$ cat src/rtl/if_fetch_queue.sv
// Instruction-fetch front end: issues one outstanding imem read at a time for
// the current PC, buffers returned words with their PC+4 in a small FIFO, and
// holds the PC until each fetch is granted. A flush empties the FIFO and
// discards any response still in flight.
//
// Handshakes:
//   imem side : a request is transferred in a cycle where imem_req_o and
//               imem_gnt_i are both 1; imem_addr_o is held stable until then.
//               Exactly one imem_rvalid_i answers each transfer.
//   IF/ID side: the head entry is transferred in a cycle where inst_valid_o
//               and id_ready_i are both 1; inst_o/inst_pc4_o stay stable
//               while inst_valid_o is 1 and the head is not taken.
module if_fetch_queue #(
    parameter int DEPTH = 4
) (
    input  logic        clk_i,
    input  logic        rst_n_i,
    input  logic        start_i,
    input  logic [31:0] pc_i,
    output logic        pc_hold_o,
    input  logic        flush_i,
    output logic        imem_req_o,
    output logic [31:0] imem_addr_o,
    input  logic        imem_gnt_i,
    input  logic        imem_rvalid_i,
    input  logic [31:0] imem_rdata_i,
    output logic        inst_valid_o,
    output logic [31:0] inst_o,
    output logic [31:0] inst_pc4_o,
    input  logic        id_ready_i,
    output logic [1:0]  dbg_state_o
);

    localparam int PTR_W = $clog2(DEPTH);
    localparam int CNT_W = PTR_W + 1;

    typedef enum logic [1:0] {
        S_IDLE = 2'd0,
        S_REQ  = 2'd1,
        S_WAIT = 2'd2,
        S_DROP = 2'd3
    } state_e;

    state_e             state_q;
    logic [31:0]        addr_q;
    logic [PTR_W-1:0]   wr_ptr_q;
    logic [PTR_W-1:0]   rd_ptr_q;
    logic [CNT_W-1:0]   fill_q;
    logic [31:0]        inst_mem_q [DEPTH];
    logic [31:0]        pc4_mem_q  [DEPTH];

    logic [CNT_W-1:0]   credit_cnt;
    logic               grant;
    logic               push;
    logic               pop;

    // Occupancy used for issue decisions: stored entries plus the slot
    // reserved for a response still outstanding.
    assign credit_cnt = fill_q + {{(CNT_W-1){1'b0}}, (state_q == S_WAIT)};

    // Request/hold decode; flush overrides so the PC can load its redirect.
    always_comb begin
        imem_req_o = 1'b0;
        pc_hold_o  = 1'b0;
        case (state_q)
            S_IDLE: begin
                imem_req_o = 1'b0;
                pc_hold_o  = 1'b0;
            end
            S_REQ: begin
                imem_req_o = start_i && !flush_i && (credit_cnt < CNT_W'(DEPTH));
                pc_hold_o  = !(imem_req_o && imem_gnt_i);
            end
            default: begin
                imem_req_o = 1'b0;
                pc_hold_o  = 1'b1;
            end
        endcase
        if (flush_i) begin
            imem_req_o = 1'b0;
            pc_hold_o  = 1'b0;
        end
    end

    assign imem_addr_o = imem_req_o ? pc_i : 32'h0;
    assign grant       = imem_req_o && imem_gnt_i;
    assign push        = (state_q == S_WAIT) && imem_rvalid_i && !flush_i;
    assign pop         = inst_valid_o && id_ready_i && !flush_i;

    // Fetch sequencer: one outstanding read, DROP swallows a flushed response.
    always_ff @(posedge clk_i or negedge rst_n_i) begin
        if (!rst_n_i) begin
            state_q <= S_IDLE;
            addr_q  <= 32'h0;
        end else begin
            case (state_q)
                S_IDLE: begin
                    if (start_i) state_q <= S_REQ;
                end
                S_REQ: begin
                    if (flush_i) begin
                        state_q <= S_REQ;
                    end else if (!start_i) begin
                        state_q <= S_IDLE;
                    end else if (grant) begin
                        addr_q  <= pc_i;
                        state_q <= S_WAIT;
                    end
                end
                S_WAIT: begin
                    if (imem_rvalid_i) begin
                        state_q <= (flush_i || start_i) ? S_REQ : S_IDLE;
                    end else if (flush_i) begin
                        state_q <= S_DROP;
                    end
                end
                S_DROP: begin
                    if (imem_rvalid_i) state_q <= S_REQ;
                end
                default: state_q <= S_IDLE;
            endcase
        end
    end

    // FIFO pointers and fill level; flush clears everything at the edge.
    always_ff @(posedge clk_i or negedge rst_n_i) begin
        if (!rst_n_i) begin
            wr_ptr_q <= '0;
            rd_ptr_q <= '0;
            fill_q   <= '0;
        end else if (flush_i) begin
            wr_ptr_q <= '0;
            rd_ptr_q <= '0;
            fill_q   <= '0;
        end else begin
            if (push) wr_ptr_q <= wr_ptr_q + PTR_W'(1);
            if (pop)  rd_ptr_q <= rd_ptr_q + PTR_W'(1);
            case ({push, pop})
                2'b10:   fill_q <= fill_q + CNT_W'(1);
                2'b01:   fill_q <= fill_q - CNT_W'(1);
                default: fill_q <= fill_q;
            endcase
        end
    end

    // FIFO storage; PC+4 wraps naturally in 32 bits.
    always_ff @(posedge clk_i) begin
        if (push) begin
            inst_mem_q[wr_ptr_q] <= imem_rdata_i;
            pc4_mem_q[wr_ptr_q]  <= addr_q + 32'd4;
        end
    end

    assign inst_valid_o = (fill_q != '0);
    assign inst_o       = inst_valid_o ? inst_mem_q[rd_ptr_q] : 32'h0;
    assign inst_pc4_o   = inst_valid_o ? pc4_mem_q[rd_ptr_q]  : 32'h0;
    assign dbg_state_o  = state_q;

endmodule
$ cat config.mk
export PLATFORM = sky130hd
export DESIGN_NAME = if_fetch_queue
export DESIGN_NICKNAME = d
export VERILOG_FILES = /design/src/rtl/if_fetch_queue.sv
export SDC_FILE = /design/constraint.sdc
export NUM_CORES = 1
export LEC_CHECK = 0
export ABC_AREA = 1
export BUFFER_PORTS_ARGS = -buffer_cell sky130_fd_sc_hd__buf_2
export CAP_MARGIN = 15
export CORE_MARGIN = 2
export CORE_UTILIZATION = 55
export CTS_BUF_LIST = sky130_fd_sc_hd__clkbuf_8 sky130_fd_sc_hd__clkbuf_16
export DETAILED_ROUTE_END_ITERATION = 8
export PLACE_DENSITY_LB_ADDON = 0.3
export RECOVER_POWER = 25
export SLEW_MARGIN = 0
export SYNTH_ARGS = -nofsm -noshare
export SYNTH_HDL_FRONTEND = slang
export SYNTH_SLANG_ARGS = --single-unit
export TNS_END_PERCENT = 5
$ cat constraint.sdc
create_clock -name clk_i -period 5.9 [get_ports clk_i]
set_clock_uncertainty 0.1 [all_clocks]
set_input_delay 0.295 -clock clk_i [delete_from_list [all_inputs] [get_ports clk_i]]
set_output_delay 0.295 -clock clk_i [all_outputs]
set_load 0.05 [all_outputs]
* Word level (Yosys, flattened, before mapping)
Memories as Yosys holds them, arrays and structs flattened. Index checks and enable logic that the tools add are counted.
Word-level totals: memories 2, ROM bits 0, output and inout bits 101, bits in registers 41, input bits 71, bits in writable memories 256, latch bits 0, logic and storage cells 66
Memory list:
- inst_mem_q | depth 4, width 32, rd ports 1, clocked after memory_dff 0, write ports 1, RTL line 49 | logic [31:0] inst_mem_q [DEPTH];
- pc4_mem_q | depth 4, width 32, rd ports 1, clocked after memory_dff 0, write ports 1, RTL line 50 | logic [31:0] pc4_mem_q [DEPTH];
Cells by class: equality and inequality tests 9, add/sub/neg operators 6, magnitude comparators 1, reductions and logical operators 18, bitwise operators 1, div/mod/pow operators 0, muxes and demuxes 24, shifts and indexed selects 0, multipliers 0
Operators with widths (count):
- 32-bit two-way mux | 3
- 32-bit by 3-bit adder with 32-bit output, second input constant | 1
- 2-bit two-way mux | 11
- 1-bit logical AND | 8
- 2-bit one-hot mux with 4 select lines | 1
- 4-bit AND reduction | 2
- 2-bit equality test, second input constant | 3
- 1-bit two-way mux | 6
- 3-bit one-hot mux with 2 select lines | 1
- 3-bit nonzero test | 2
- 2-bit by 1-bit adder with 2-bit output, second input constant | 2
- 2-bit by 1-bit equality test with 1-bit output, second input constant | 2
- 2-bit != test, second input constant | 2
- 4-bit != test, second input constant | 1
- 2-bit nonzero test | 2
- 3-bit by 1-bit adder with 3-bit output | 1
- 3-bit by 1-bit adder with 3-bit output, second input constant | 1
- 3-bit less-than comparator, second input constant | 1
- 3-bit two-way mux | 1
- 3-bit != test, second input constant | 1
- 3-bit by 1-bit subtractor with 3-bit output, second input constant | 1
- 1-bit zero test | 2
- 2-bit zero test | 1
- 1-bit one-hot mux with 2 select lines | 1
- 2 further kinds | 2

* Depth between registers and ports, before layout
depth in word-level cells 11, gate-level depth with buffers 11, gate-level depth less buffers 11

* Least setup slack after synthesis
No wires, ideal clock.
path type register to register, from register state_q[1] (netlist: dbg_state_o[1]), to memory inst_mem_q[0][0] (enable), required time 5.314 ns, library setup time 0.486 ns, clock period less this slack 4.766 ns, arrival time 4.179 ns, stages on the path, launching flop included 6, path buffers 0, slack 1.134 ns, cells stage by stage dfrtp_1 > ha_1 > inv_1 > nor3_1 > inv_1 > nor2_1
On the way: word-level cells in the longest chain between the ends 5
Ends and longest elaborated chain:
- start, declared | RTL line 44 | state_e state_q;
- start signal, assigned | RTL line 112 | state_q <= (flush_i || start_i) ? S_REQ : S_IDLE;
- 2-bit equality test | RTL line 87 | assign push = (state_q == S_WAIT) && imem_rvalid_i && !flush_i;
- 1-bit logical AND (2 in a row) | RTL line 87
- 1-bit two-way mux | RTL line 148 | if (push) begin
- 1-bit two-way mux (not written as such) | RTL line 149 | inst_mem_q[wr_ptr_q] <= imem_rdata_i;
- end, declared | RTL line 49
No other way between the ends.

* Worst setup path after layout
from register rd_ptr_q[0], to output inst_pc4_o[19]
On the way: word-level cells in the longest chain between the ends 2
Ends and longest elaborated chain:
- start, declared | RTL line 47 | logic [PTR_W-1:0] rd_ptr_q;
- start signal, assigned | RTL line 137 | if (pop) rd_ptr_q <= rd_ptr_q + PTR_W'(1);
- memory read 4 x 32 bit
- 32-bit two-way mux | RTL line 156 | assign inst_pc4_o = inst_valid_o ? pc4_mem_q[rd_ptr_q] : 32'h0;
- end, declared | RTL line 29 | output logic [31:0] inst_pc4_o,
No other way between the ends.

==> impl_metrics.py <==
metrics = {
    "route": {
        "post_drt_via_cell_ratio": 5.29,
        "total_via_count_in_the_routed_design": 9267,
        "drt_iter0_drc": 694,
        "finalWirelength_um": 29000,
        "wl_per_cell_um": 16.5,
        "drt-pass1-iter-count": 5,
        "drc": 0,
        "antenna_left": 0,
    },
    "timing": {
        "post-route-period-util_pct": 66.9,
        "timing.final.max_slew_violations": 42,
        "tightest_slew_ns": 2.18,
        "rsz0062_at_grt": "no",
        "max_slew_margin_pct": -45.3,
        "fin_crit_ns": 3.95,
        "clock.fmax_mhz": 253,
        "setup-tns-final_ns": 0,
        "final-setup-viol-count": 0,
        "number_of_hold_violations_in_the_final_report": 0,
    },
    "worst_setup_path": {
        "timing.critical_path.buf_inv": 3,
        "critPathArrivalTime_ns": 3.55,
        "worstSetupEndpointType": "output port",
        "slowest_delay_ns": 0.92,
        "timing.critical_path.depth": 5,
        "slack_of_the_worst_reg_to_reg_path_ns": 2.47,
        "rr_startpoint": "dbg_state_o[0]",
        "worst_path_max_delay_cell": "sky130_fd_sc_hd__clkinv_2",
        "cp_cell_sequence": "clkinv_2, buf_4, o21ai_0, a21oi_1, buf_2",
        "critical_path.endpoint": "inst_pc4_o[19]",
        "data_required_time_at_the_worst_endpoint_ns": 5.51,
        "setup.worst_path.start_class": "flip-flop",
        "cpLargestDelayFamily": "buffers and inverters",
        "critical_path_class": "reg -> out",
        "register_to_register_path_depth": 7,
        "timing.rr.end": "pc4_mem_q[0][26]",
        "critical_path_peak_fanout": 81,
        "worst_setup_path_startpoint": "rd_ptr_q[0]",
    },
    "grt": {
        "first_global_vias": 9154,
        "grt_start_max_net_pins": 82,
        "gr-total-overflow": 0,
        "global_route_wire_length_before_repair_um": 45700,
        "grtUsageTotal_pct": 23.8,
        "initial_antenna_violation_count": 0,
    },
    "placement": {
        "placed_cells": 1633,
        "hpwlAfterDp_um": 17000,
        "port-buffer-count": 171,
        "final_wtd_congestion": 0.917,
    },
    "floorplan": {
        "initial_utilization_pct": 56.4,
        "die_x_um": 157,
        "die_area_um2": 24600,
        "design.core.area_um2": 22800,
        "die-height_um": 157,
        "pin_count": 172,
        "row_count": 55,
    },
    "cells_and_area": {
        "final_cells": 1752,
        "finish.net_count": 1499,
        "synthToLayoutAreaGrowth_pct": 20.3,
        "antenna_cells": 0,
        "most-common-layout-cells": "sky130_fd_sc_hd__nor2_1, sky130_fd_sc_hd__edfxtp_1, sky130_fd_sc_hd__buf_2",
        "layout-drive-gt1-share_pct": 15.4,
        "most_common_library_cell_in_the_layout_ignoring_fill_and_taps": "sky130_fd_sc_hd__nor2_1",
    },
    "run": {
        "timing.max_cap.violations": 1,
    },
    "logic_synthesis": {
        "synthAdderAreaFrac_pct": 1.03,
        "synth_compound_gate_area_share_pct": 9.98,
        "synth-simple-area-share_pct": 15.4,
        "ys_types": 27,
        "post_synth_mux_area_share_pct": 0,
        "ys_seq_elements": 297,
        "ys.warnings.count": 0,
        "synth.cell_area_um2": 12800,
        "post_synth_inst_count": 1198,
        "postSynthAreaPerCell_um2": 10.7,
        "synth_top_family_by_area": "simple AND/OR/NAND/NOR gates",
        "postSynthNetCount": 1279,
        "synth-seq-area-share_pct": 67.9,
        "xor_xnor_cell_area_share_of_the_yosys_netlist_pct": 1.30,
    },
    "cts": {
        "clk_transition_reported_paths_ns": 0.06,
        "cts-root-buf": "sky130_fd_sc_hd__clkbuf_16",
        "cts_buffer_depth": 3,
        "post_cts.repair.setup_buffers": 0,
        "cts_inserted_buffers": 29,
        "h_tree_depth_reported_by_cts": 1,
        "tritoncts": "yes",
        "clock_latency_ns": 0.54,
        "clkSinkCount": 297,
    },
    "pwr": {
        "p_leak_uw": 0.00611,
        "p_sw_uw": 2550,
        "p_sw_share_pct": 38.6,
        "seqPwrFrac_pct": 41.4,
        "p_int_uw": 4070,
        "power.density_cell_area_nw_per_um2": 429,
        "power.ir.vdd_worst_mv": 0.315,
        "power.share.clock_pct": 26.6,
        "relative_contribution_of_combinational_cells_to_total_power_pct": 32.1,
    },
    "hold_path": {
        "path_type_of_the_worst_min_delay_path": "in -> reg",
        "hold_path_depth": 5,
    },
    "status": {
        "outcome": "finished, violations left",
        "violated_checks": "capacitance limit, slew limit",
    },
}
power groups by stage:
stage          logic (uW)  clock network (uW)  registers [uW]
2_1_floorplan        1590                   0            2720
3_3_place_gp         2060                   0            2770
3_5_place_dp         2080                   0            2780
4_1_cts              2130                1780            2740
5_1_grt              2300                1850            2760
6_report             2120                1760            2740
cells in the mapped netlist:
cell                       number  area share [%]
sky130_fd_sc_hd__nor2_1       333             9.7
sky130_fd_sc_hd__edfxtp_1     256              60
sky130_fd_sc_hd__nand2_1      134             3.9
sky130_fd_sc_hd__o21ai_0      134             5.2
sky130_fd_sc_hd__inv_1         70             2.0
sky130_fd_sc_hd__a21oi_1       68             2.7
sky130_fd_sc_hd__dfrtp_1       41             8.0
sky130_fd_sc_hd__clkbuf_1      22            0.64
sky130_fd_sc_hd__o21ai_2       22             1.5
sky130_fd_sc_hd__buf_2         18            0.70
sky130_fd_sc_hd__xor2_1        14            0.95
sky130_fd_sc_hd__buf_1         12            0.35
sky130_fd_sc_hd__nand3b_1      11            0.64
sky130_fd_sc_hd__o21ai_1       11            0.43
sky130_fd_sc_hd__ha_1           9            0.88
sky130_fd_sc_hd__nand3_1        9            0.35
sky130_fd_sc_hd__nor3_1         8            0.31
sky130_fd_sc_hd__buf_6          7            0.61
sky130_fd_sc_hd__xnor2_1        5            0.34
sky130_fd_sc_hd__nand4_1        4            0.19
sky130_fd_sc_hd__inv_2          2           0.058
sky130_fd_sc_hd__nand2_2        2           0.097
sky130_fd_sc_hd__o21bai_1       2            0.12
sky130_fd_sc_hd__a21boi_0       1           0.058
sky130_fd_sc_hd__fa_1           1            0.16
sky130_fd_sc_hd__nor2_4         1           0.088
sky130_fd_sc_hd__nor3_2         1           0.078
through the flow:
| stage | cell area (um2) | setup WS (ns) | hold WS [ns] | utilization, % | power [uW] |
|---|---|---|---|---|---|
| after global placement | 13900 | 2.55 | 0.367 | 61.0 | 4830 |
| after floorplan | 12800 | 1.13 | -0.101 | - | 4310 |
| after global routing | 15400 | 1.70 | 0.0964 | 67.8 | 6920 |
| final | 15400 | 1.95 | 0.0541 | 67.8 | 6620 |
| after CTS | 15500 | 1.94 | 0.0424 | 68.0 | 6640 |
| after detailed placement | 13900 | 2.43 | 0.376 | 61.0 | 4860 |
sequential cells by signal, indices dropped and copies added, names as in the netlist:
name,cells
pc4_mem_q,128
inst_mem_q,128
addr_q,32
wr_ptr_q,2
fill_q,3
dbg_state_o,2
rd_ptr_q,2
worst register-to-register path: cells and delay by family (launching register included):
family	cells	cell delay [ns]
DFF	1	0.42
adders and majority gates	1	0.27
buffers and inverters	4	1.08
and+or+nand+nor	2	1.18
how the worst min path moves through the flow:
stage	endpoint	start
2_1_floorplan	addr_q[0]	rst_n_i
3_3_place_gp	dbg_state_o[1]	rst_n_i
3_5_place_dp	dbg_state_o[0]	rst_n_i
4_1_cts	dbg_state_o[0]	start_i
5_1_grt	dbg_state_o[0]	start_i
6_report	dbg_state_o[0]	start_i
layout make-up:
class	count	area [um2]
tap	313	392
multi-input combinational	770	3590
timing repair buffer	248	1560
inverter	72	272
sequential	297	8720
clock inverter	23	184
fill	1682	7340
clock buffer	29	726
layer usage:
layer / track usage, % / wire length, um / vias up
met5: 0 / 0 / -
li1: - / - / 4493
met2: 41.6 / 14300 / 346
met1: 31.3 / 12100 / 4389
met4: 6.64 / 574 / 0
met3: 3.38 / 1970 / 39
what timing repair did:
item                                   4_1_cts  5_1_grt
endpoints found under the hold margin      203        0
hold buffers                                67        0
resized for setup                            0        0
cell families after synthesis:
logic type               Yosys count
AO/OA/AOI/OAI                    238
XOR/XNOR                          19
adder cells (fa/ha/maj)           10
buffers and inverters            131
flip-flops                       297
AND/OR/NAND/NOR                  503
(Power assumes the default switching activity.)
